**src/rtl/sss_extractor.sv**
```systemverilog
// SSS extractor: after an SSB start trigger, counts FFT output symbols and forwards the
// 127 SSS subcarriers of SSB symbol SSS_SYM, together with the latched N_id_2.
module sss_extractor #(
  parameter int IN_DW     = 32,
  parameter int NFFT_LOG2 = 8,
  parameter int SSS_SYM   = 2
) (
  input  logic             clk_i,
  input  logic             reset_ni,
  input  logic [IN_DW-1:0] s_axis_in_tdata,
  input  logic             s_axis_in_tvalid,
  input  logic             s_axis_in_tuser,
  input  logic             ssb_start_i,
  input  logic [1:0]       N_id_2_i,
  output logic [IN_DW-1:0] m_axis_out_tdata,
  output logic             m_axis_out_tvalid,
  output logic             m_axis_out_tlast,
  output logic [1:0]       N_id_2_o,
  output logic             N_id_2_valid_o
);

  localparam int NFFT     = 1 << NFFT_LOG2;
  localparam int SSB_BIN0 = NFFT / 2 - 120;
  localparam logic [NFFT_LOG2-1:0] SSS_FIRST = NFFT_LOG2'(SSB_BIN0 + 56);
  localparam logic [NFFT_LOG2-1:0] SSS_LAST  = NFFT_LOG2'(SSB_BIN0 + 182);
  localparam int SYM_W = (SSS_SYM < 2) ? 1 : $clog2(SSS_SYM + 1);
  localparam logic [SYM_W-1:0] SSS_SYM_L = SYM_W'(SSS_SYM);

  typedef enum logic [1:0] {IDLE, WAIT_SSB, COUNT, EXTRACT} state_t;

  // With SSS_SYM = 0 the SSB's first symbol is already the SSS symbol.
  localparam state_t FIRST_STATE = (SSS_SYM == 0) ? EXTRACT : COUNT;

  state_t               state_q, state_d;
  logic [NFFT_LOG2-1:0] bin_q;
  logic [SYM_W-1:0]     sym_q, sym_d;
  logic [1:0]           nid_q;
  logic                 sof;
  logic                 emit, emit_first, emit_last;

  assign sof      = s_axis_in_tvalid & s_axis_in_tuser;
  assign N_id_2_o = nid_q;

  // Bin counter holds the index of the next non-tuser sample.
  // NOTE: sequential state uses non-blocking (<=) so every flop samples pre-edge values.
  always_ff @(posedge clk_i or negedge reset_ni) begin
    if (!reset_ni) begin
      bin_q <= '0;
    end else if (s_axis_in_tvalid) begin
      bin_q <= s_axis_in_tuser ? NFFT_LOG2'(1) : bin_q + 1'b1;
    end
  end

  always_ff @(posedge clk_i or negedge reset_ni) begin
    if (!reset_ni) begin
      state_q <= IDLE;
      sym_q   <= '0;
      nid_q   <= '0;
    end else begin
      state_q <= state_d;
      sym_q   <= sym_d;
      if (ssb_start_i) nid_q <= N_id_2_i;
    end
  end

  // A new trigger overrides whatever is in flight; a same-cycle tuser is SSB symbol 0.
  // NOTE: every always_comb output gets a default first, so no latch can be inferred.
  always_comb begin
    state_d = state_q;
    sym_d   = sym_q;
    if (ssb_start_i) begin
      if (sof) begin
        state_d = FIRST_STATE;
        sym_d   = '0;
      end else begin
        state_d = WAIT_SSB;
      end
    end else begin
      unique case (state_q)
        IDLE:     state_d = IDLE;
        WAIT_SSB: if (sof) begin
          state_d = FIRST_STATE;
          sym_d   = '0;
        end
        COUNT:    if (sof) begin
          sym_d = sym_q + 1'b1;
          if (sym_q + 1'b1 == SSS_SYM_L) state_d = EXTRACT;
        end
        EXTRACT:  if (sof || emit_last) state_d = IDLE;
        default:  state_d = IDLE;
      endcase
    end
  end

  // A tuser sample is bin 0 and never inside the SSS window, so it is never emitted.
  always_comb begin
    emit       = (state_q == EXTRACT) && s_axis_in_tvalid && !s_axis_in_tuser &&
                 (bin_q >= SSS_FIRST) && (bin_q <= SSS_LAST);
    emit_first = emit && (bin_q == SSS_FIRST);
    emit_last  = emit && (bin_q == SSS_LAST);
  end

  // NOTE: the data register is a plain flop, so it is reset like the other outputs.
  always_ff @(posedge clk_i or negedge reset_ni) begin
    if (!reset_ni) begin
      m_axis_out_tdata  <= '0;
      m_axis_out_tvalid <= 1'b0;
      m_axis_out_tlast  <= 1'b0;
      N_id_2_valid_o    <= 1'b0;
    end else begin
      if (emit) m_axis_out_tdata <= s_axis_in_tdata;
      m_axis_out_tvalid <= emit;
      m_axis_out_tlast  <= emit_last;
      N_id_2_valid_o    <= emit_first;
    end
  end

endmodule

```
**config.mk**
```make
export PLATFORM = sky130hd
export DESIGN_NAME = sss_extractor
export DESIGN_NICKNAME = d
export VERILOG_FILES = /design/src/rtl/sss_extractor.sv
export SDC_FILE = /design/constraint.sdc
export NUM_CORES = 1
export LEC_CHECK = 0
export CORE_AREA = 4 4 110 60
export CTS_CLUSTER_DIAMETER = 100
export DETAILED_ROUTE_END_ITERATION = 16
export DIE_AREA = 0 0 114 64
export HOLD_SLACK_MARGIN = 0.15
export MAX_ROUTING_LAYER = met4
export PLACE_DENSITY = 0.79
export SLEW_MARGIN = 20
export SYNTH_ARGS = -nofsm -noshare
export SYNTH_HDL_FRONTEND = slang
export SYNTH_SLANG_ARGS = --single-unit
```
**constraint.sdc**
```tcl
create_clock -name clk_i -period 2 [get_ports clk_i]
set_input_delay 0.4 -clock clk_i [delete_from_list [all_inputs] [get_ports clk_i]]
set_output_delay 0.4 -clock clk_i [all_outputs]
set_load 0.005 [all_outputs]
```
==> results of run 1 <==
routing by layer:
metal,global-route usage,wire [um]
met2,0.222,2180
met1,0.222,2510
met4,0.0370,43
met5,-,0
met3,0.0558,459
critical path: cells and delay by family:
family                 cells  cell delay (ns)
buffers and inverters      2             0.67
multiplexers               1             0.35
AO/OA/AOI/OAI              2             0.40
AND/OR/NAND/NOR            1             0.18
timing repair:
item	CTS	global route
setup buffers	0	0
hold endpoints to repair	14	0
hold buffers	1	0
per-stage QoR:
stage	setup TNS [ns]	instance area (um^2)
2_1_floorplan	0	2200
3_3_place_gp	-2.64	3120
3_5_place_dp	-3.49	3120
4_1_cts	0	3300
5_1_grt	0	3300
6_report	0	3300
how the worst max path moves through the flow:
stage	from	to	cells after the start
2_1_floorplan	bin_q[2]	m_axis_out_tdata[15]	5
3_3_place_gp	s_axis_in_tvalid	m_axis_out_tdata[23]	6
3_5_place_dp	s_axis_in_tvalid	m_axis_out_tdata[16]	6
4_1_cts	s_axis_in_tvalid	m_axis_out_tdata[14]	6
5_1_grt	s_axis_in_tvalid	m_axis_out_tdata[14]	6
6_report	s_axis_in_tvalid	m_axis_out_tdata[14]	6
flip-flops by register name, indices dropped and copies added (netlist names):
signal / cells
m_axis_out_tdata: 32
bin_q: 8
N_id_2_o: 2
state_q: 2
sym_q: 2
N_id_2_valid_o: 1
m_axis_out_tlast: 1
m_axis_out_tvalid: 1
layout make-up:
cell class	instances	area, um^2
flip-flops and latches	49	1230
well taps	77	96.3
clock inverters	1	30.0
repair buffers	88	883
clock buffers	7	143
inverters	12	45.0
multi-input cells	107	878
fillers	516	2450
cell families (layout without fill, tap and decap cells):
family,after synthesis,after routing
muxes,37,37
AOI/OAI and AO/OA,30,30
xor gates and xnor gates,1,1
buffers and inverters,20,108
and+or+nand+nor,33,33
adders and majority gates,6,6
DFF,49,49
power breakdown:
part           switching [mW]  total, mW  internal [mW]
combinational           0.455       1.37          0.914
clock                   0.334      0.959          0.624
sequential              0.228       1.58           1.35
total                    1.02       3.90           2.89
cell usage in the layout (no fill, tap or decap), drive strengths merged:
| master | count |
|---|---|
| inv | 12 |
| nor3b | 3 |
| o21ai | 8 |
| o21a | 1 |
| xor2 | 1 |
| a22o | 1 |
| clkbuf | 7 |
| o2111a | 1 |
| nor2b | 3 |
| nand4 | 2 |
| dlygate4sd3 | 1 |
| buf | 13 |
| and3 | 5 |
| nor4b | 1 |
| mux2 | 35 |
| nand3 | 5 |
| a21oi | 7 |
| a31oi | 1 |
| nand2 | 6 |
| ha | 6 |
| o31ai | 1 |
| a22oi | 1 |
| mux2i | 2 |
| nor2 | 6 |
| dfrtp | 49 |
| a21o | 1 |
| clkdlybuf4s50 | 74 |
| a221oi | 2 |
| o211ai | 1 |
| nor3 | 1 |
| nand3b | 1 |
| bufinv | 1 |
| o22ai | 5 |
==> metrics, run 1 <==
first-pass GRT wire length=8.92 mm; top-count cell post-synth=dfrtp_1; max-cap violations=0; Leak=approximately 1.5 nW; RSZ-0062 raised after global routing=no; Area contributors post-synth=dfrtp_1 56%, mux2_2 16%, ha_1 3.4%; Final Max Slew Viols=0; die area=between 7000 and 8000 um^2; Final nets=just over 300; largest family of logic cells by synthesized area=multiplexers; Worst Reg-to-Reg Cells=5; crit-path cells=clkdlybuf4s50_1 > nor2b_1 > o211ai_1 > a21oi_4 > buf_12 > mux2_2; largest net degree at the start of global routing=27; Die W=approximately 110 um; adder-cell share of the synthesized area=0.0341; CP Class=in -> reg; hold slack=roughly 0.49 ns; CORE AREA=about 5800 um^2; xor and xnor area share after synthesis=0.00398; period utilization=0.914; clk_lat worst skew=0.28 ns; crit-path max FO=20; worst slack at placement=-0.128 ns; Post-synth EDFFs=0; port bufs=75; Crit path arrival time=about 2 ns; die span in y=64 um; run status=complete, no violations; Area Growth Syn to Fin=49.9%; Initial Util=0.383; Yosys reg bits=49; WL per Instance=between 15 and 20 um; final worst slack=0.171 ns; multiplexer share of the synthesized area=0.188; fraction of layout cells with a size suffix above 1=0.205; Tmin final=roughly 1.8 ns; RD Place Congestion=0.863; post-cts resize count=0; DPL Wire Length=just under 4 mm; total CTS buffers=5; DR vias=about 1700; Setup-failing EPs final=0; main flop type after synthesis=dfrtp_1; Peak VDD IR=between 0.0006 and 0.0007 V; PD cells=roughly 1200 nW/um^2; top cell type by total area after synthesis=dfrtp_1; final hold vios=0; Worst Hold End=m_axis_out_tdata[7]; Layout Cells excl Fill=around 340; synth warn=0; RR Startpoint=state_q[0]; total gr overflow=0; complex-gate fraction of the synthesized area=0.0903; Via density=around 5; Final Util=0.574; ys async rst share=1.00; Cell Count Post-Placement=between 300 and 400; Hold Path Origin=m_axis_out_tdata[7]; Post-Syn Area=around 2200 um^2; fmax=547 MHz; Cell variety after synth=34; clock root buffer=clkbuf_16; htree depth=2; antenna violation net count after detailed routing=0; TritonCTS clock tree=built; Power Total=slightly below 4 mW; Reg clk slew, reported paths=roughly 0.06 ns; Slew @ Worst Pin=a little over 0.6 ns; Seq/Total Area, Yosys=0.557; Ports=76; R2R Setup Slk=0.25 ns; vias in the first global route=roughly 1900; Clock Tree Buf Depth=2; DRC=0; Rel. slew slack=0.593; Avg Cell Area, Syn=12.5 um^2; Worst path max stage delay=0.47 ns; cell count after synthesis=around 180; CP max-delay cell=clkdlybuf4s50_1; Rows=20; diode count=0; initial DRC count=between 50 and 60; Worst Setup Start Kind=primary input; initial antenna violation count=0; Yosys top cell area share=0.557; worst hold path class=reg -> reg; WP data required=between 2 and 2.5 ns; worst hold path cell count=1; Post-Synth Simple-Gate Area=0.0823; Sink Count=49; Synth Net Count=221; CP endpoint kind=flip-flop; GRT Overall Usage=0.159; reg-to-reg endpoint=m_axis_out_tdata[14]; Pre-antenna DRT Iters=4; commonest cells in the netlist=49 x dfrtp_1, 32 x mux2_2, 12 x inv_1; WL final=a little over 5 mm; final clock skew=0.00518 ns
Power figures use the tool's default switching activity.
==> run 2: changes to the inputs <==
--- a/config.mk
+++ b/config.mk
@@ -12,6 +12,8 @@
 export HOLD_SLACK_MARGIN = 0.15
 export MAX_ROUTING_LAYER = met4
 export PLACE_DENSITY = 0.79
+export REMOVE_ABC_BUFFERS = 1
+export SKIP_CTS_REPAIR_TIMING = 1
 export SLEW_MARGIN = 20
 export SYNTH_ARGS = -nofsm -noshare
 export SYNTH_HDL_FRONTEND = slang
==> run 2 against run 1 <==
Maximum frequency about the same; final area down 1.6%; critical endpoint is now m_axis_out_tdata[21]; via count shrank 1.5%; sequential power barely moved; wire length grew 0.46%; critical path type unchanged; register-to-register slack worse by 0.03 ns; core utilization is 0.89 points lower.
==> metrics, run 2 (same netlist as run 1, synthesis figures left out) <==
die area=approximately 7300 um^2; largest net degree at the start of global routing=45; register area=between 1000 and 1500 um^2; Rows=20; max-cap violations=0; CP max-delay cell=clkdlybuf4s50_1; initial DRC count=60; Via density=between 4 and 5; DRC=0; RD Place Congestion=around 0.85; Worst Setup Start Kind=primary input; first-pass GRT wire length=between 8 and 9 mm; vias in the first global route=about 1800; Reg clk slew, reported paths=0.07 ns; TritonCTS clock tree=built; WL per Instance=15.4 um; htree depth=2; CP Class=in -> reg; Ports=76; Rel. slew slack=0.764; Leak=1.43 nW; max reg flops=32; clk_lat worst skew=~0.30 ns; Clock Tree Buf Depth=2; Slew @ Worst Pin=0.352 ns; crit-path max FO=34; CP endpoint kind=flip-flop; Worst path max stage delay=around 0.48 ns; final clock skew=0.00722 ns; filler instances=479; port bufs=75; placed instance area=roughly 3100 um^2; Final nets=just over 300; Crit path arrival time=roughly 2.0 ns; run status=complete, no violations; total CTS buffers=5; WP data required=about 2.2 ns; biggest regs=m_axis_out_tdata: 32 flops, bin_q: 8 flops; fraction of layout cells with a size suffix above 1=0.203; worst hold path class=in -> async; diode count=0; DPL Wire Length=about 3.9 mm; Sink Count=49; Final Util=0.565; Setup-failing EPs final=0; Pre-antenna DRT Iters=4; period utilization=0.915; Area Growth Syn to Fin=47.5%; crit-path cells=clkdlybuf4s50_1 > nor2b_2 > o211ai_1 > a21oi_4 > buf_12 > mux2_2; RSZ-0062 raised after global routing=no; antenna violation net count after detailed routing=0; Initial Util=0.383; initial antenna violation count=0; fmax=~550 MHz; Tmin final=approximately 1.8 ns; GRT Overall Usage=0.161; Multi-input gate area=between 800 and 900 um^2; Die W=114 um; PD cells=between 1000 and 1500 nW/um^2; Top reg by flops=m_axis_out_tdata; final hold vios=0; CORE AREA=5760 um^2; commonest non-fill, non-tap cells in the layout=74 x clkdlybuf4s50_1, 49 x dfrtp_1, 32 x mux2_2; Peak VDD IR=a little over 0.0006 V; clock root buffer=clkbuf_16; post-route setup TNS=0 ns; WL final=~5.2 mm; Design Area, Final=~3300 um^2; DR vias=approximately 1700; commonest non-fill, non-tap cell in the layout=clkdlybuf4s50_1; Final Max Slew Viols=0; die span in y=between 60 and 70 um; total gr overflow=0
run 2: layer usage:
metal / track usage / vias to the layer above / routed length (um)
li1: - / 797 / -
met1: 0.208 / 803 / 2420
met2: 0.227 / 64 / 2190
met3: 0.0795 / 4 / 580
met4: 0.0385 / 0 / 32
met5: - / - / 0
run 2: cell type report:
| type | count | share of cell area |
|---|---|---|
| Inverter | 12 | 0.0139 |
| Clock buffer | 5 | 0.0385 |
| Multi-Input combinational cell | 107 | 0.271 |
| Sequential cell | 49 | 0.377 |
| Clock inverter | 3 | 0.00885 |
| Tap cell | 77 | 0.0296 |
| Timing Repair Buffer | 85 | 0.261 |
run 2: metrics by stage:
stage	setup WS [ns]	hold slack, ns	cells	power (mW)
after floorplan	0.0478	0.104	168	2.09
after global placement	-0.142	0.239	329	2.92
after detailed placement	-0.192	0.246	329	2.98
after CTS	0.0988	-0.0703	337	3.89
after global routing	0.0748	0.493	338	4.09
final	0.170	0.470	338	3.83
run 2: path summary, 6_finish.rpt:
path                                       from                    to  slack (ns)  cells past startpoint
max in group asynchronous              reset_ni  m_axis_out_tdata[15]        1.07                      3
min                                    reset_ni            state_q[0]        0.47                      2
max reg2reg                          state_q[0]  m_axis_out_tdata[21]        0.22                      5
max                            s_axis_in_tvalid  m_axis_out_tdata[21]        0.17                      6
min in group clk_i         m_axis_out_tdata[18]  m_axis_out_tdata[18]        0.49                      1
min reg2reg                m_axis_out_tdata[18]  m_axis_out_tdata[18]        0.49                      1
run 2: critical path, delay by kind of cell:
| family | cells | cell delay (ns) |
|---|---|---|
| buffers and inverters | 2 | 0.70 |
| AND/OR/NAND/NOR | 1 | 0.17 |
| multiplexers | 1 | 0.37 |
| AO/OA/AOI/OAI | 2 | 0.35 |
run 2: report_power, final:
group	switching [mW]	total (mW)	internal, mW
registers	0.229	1.58	1.35
logic	0.461	1.37	0.910
clock network	0.402	0.882	0.479
==> run 3: changes to the inputs <==
--- a/config.mk
+++ b/config.mk
@@ -5,13 +5,13 @@
 export SDC_FILE = /design/constraint.sdc
 export NUM_CORES = 1
 export LEC_CHECK = 0
-export CORE_AREA = 4 4 110 60
+export CORE_AREA = 2 2 102 55
 export CTS_CLUSTER_DIAMETER = 100
 export DETAILED_ROUTE_END_ITERATION = 16
-export DIE_AREA = 0 0 114 64
+export DIE_AREA = 0 0 104 57
 export HOLD_SLACK_MARGIN = 0.15
 export MAX_ROUTING_LAYER = met4
-export PLACE_DENSITY = 0.79
+export PLACE_DENSITY = 0.86
 export REMOVE_ABC_BUFFERS = 1
 export SKIP_CTS_REPAIR_TIMING = 1
 export SLEW_MARGIN = 20
==> run 3 against run 2 <==
Clock-buffer cell count grew 2; wire length shrank 1.8%; final area shrank 1.5%; non-clock buffer count increased by 2; die area decreased by 19%; critical path depth stayed put; sequential cell count is the same; combinational power about the same; critical path type unchanged.
==> metrics, run 3 (same netlist as run 1, synthesis figures left out) <==
Via density=around 5.0; Ports=76; Final Max Slew Viols=0; antenna violation net count after detailed routing=0; first-pass GRT wire length=~8.9 mm; fmax=~550 MHz; die area=between 5000 and 6000 um^2; DPL Wire Length=between 3 and 4 mm; final worst slack=~0.17 ns; clk_lat worst skew=about 0.3 ns; commonest non-fill, non-tap cells in the layout=74 x clkdlybuf4s50_1, 49 x dfrtp_1, 32 x mux2_2; fraction of layout cells with a size suffix above 1=0.198; switching share of power=0.289; Worst path max stage delay=roughly 0.47 ns; P_sw=between 1 and 1.5 mW; Pre-antenna DRT Iters=4; Die W=104 um; DR vias=~1700; Leak=1.41 nW; clock root buffer=clkbuf_8; final clock skew=about 0.0053 ns; Final nets=307; crit-path max FO=23; Clock Tree Buf Depth=2; Rows=19; CP endpoint kind=flip-flop; filler instances=429; DRC=0; share of total power in the clock network=0.163; WL per Instance=around 15 um; Reg power frac=0.448; CORE AREA=5130 um^2; diode count=0; P_int=approximately 2.5 mW; PD cells=between 1000 and 1500 nW/um^2; Sink Count=49; GRT Overall Usage=0.202; WL final=approximately 5 mm; crit-path cells=clkdlybuf4s50_1 > nor2b_1 > o211ai_1 > a21oi_4 > buf_12 > mux2_2; Slew @ Worst Pin=roughly 0.56 ns; Rel. slew slack=0.628; max-cap violations=0; R2R Setup Slk=0.21 ns; vias in the first global route=roughly 1800; Tmin final=1.83 ns; CP Class=in -> reg; RSZ-0062 raised after global routing=no; initial antenna violation count=0; worst slack at placement=-0.150 ns; TritonCTS clock tree=built; Worst Setup Start Kind=primary input; WP data required=about 2.2 ns; Final Util=0.623; Initial Util=0.429; RD Place Congestion=about 0.85; die span in y=between 50 and 60 um; period utilization=0.916; total gr overflow=0; total CTS buffers=5; worst hold path class=reg -> reg; Crit path arrival time=~2.0 ns; Top reg by flops=m_axis_out_tdata; post-route setup TNS=0 ns; Comb pwr share=0.389; max reg flops=32; CP max-delay cell=clkdlybuf4s50_1; port bufs=between 70 and 80; htree depth=2; initial DRC count=60; biggest regs=m_axis_out_tdata: 32 flops, bin_q: 8 flops; hold slack=a little under 0.5 ns; final hold vios=0; commonest non-fill, non-tap cell in the layout=clkdlybuf4s50_1; Setup-failing EPs final=0; largest net degree at the start of global routing=28; Area Growth Syn to Fin=45.3%; run status=complete, no violations; Reg clk slew, reported paths=approximately 0.09 ns; Peak VDD IR=slightly above 0.0006 V
run 3: cell types whose count changed in the layout (fill, tap and decap cells not counted):
cell        before  now
clkbuf_1         0    2
inv_8            1    0
inv_6            1    0
nor2b_2          1    0
clkbuf_16        5    0
buf_12           2    3
clkbuf_8         0    5
nor2b_1          2    3
clkinvlp_4       0    1
buf_4            7    8
clkinv_4         1    0
run 3: routing by layer:
metal / track usage / wire, um
met5: - / 0
met4: 0.0521 / 38
met3: 0.0800 / 542
met2: 0.281 / 2140
met1: 0.276 / 2400
run 3: cell type report:
class	instances	area [um^2]	area share
sequential	49	1230	0.383
clock buffer	7	76.3	0.0238
multi-input combinational	107	878	0.274
tap	73	91.3	0.0285
clock inverter	1	7.51	0.00235
timing repair buffer	87	876	0.274
inverter	12	45.0	0.0141
run 3: stage by stage:
step,cell area [um^2],power [mW],std cells
floorplan,2150,2.09,168
global placement,3110,2.92,327
detailed placement,3110,2.96,327
CTS,3190,3.56,335
global route,3200,3.79,336
finish,3200,3.53,336
run 3: power groups by stage:
stage,Sequential (mW),Combinational (mW),Clock (mW)
6_report,1.58,1.37,0.575
5_1_grt,1.64,1.51,0.645
4_1_cts,1.58,1.39,0.592
3_5_place_dp,1.59,1.37,0
3_3_place_gp,1.58,1.34,0
2_1_floorplan,1.59,0.503,0
run 3: path summary, 6_finish.rpt:
kind                                      startpoint              endpoint  cells past startpoint
worst max-delay path                s_axis_in_tvalid  m_axis_out_tdata[20]                      6
min in group asynchronous                   reset_ni        N_id_2_valid_o                      2
max in group asynchronous                   reset_ni  m_axis_out_tdata[20]                      3
worst max register to register              bin_q[5]  m_axis_out_tdata[20]                      5
worst min register to register  m_axis_out_tdata[18]  m_axis_out_tdata[18]                      1
worst min-delay path            m_axis_out_tdata[18]  m_axis_out_tdata[18]                      1
run 3: worst max-delay path, delay by kind of cell:
family	cells	cell delay [ns]
buffers and inverters	2	0.67
AO/OA/AOI/OAI	2	0.39
multiplexers	1	0.35
AND/OR/NAND/NOR	1	0.18
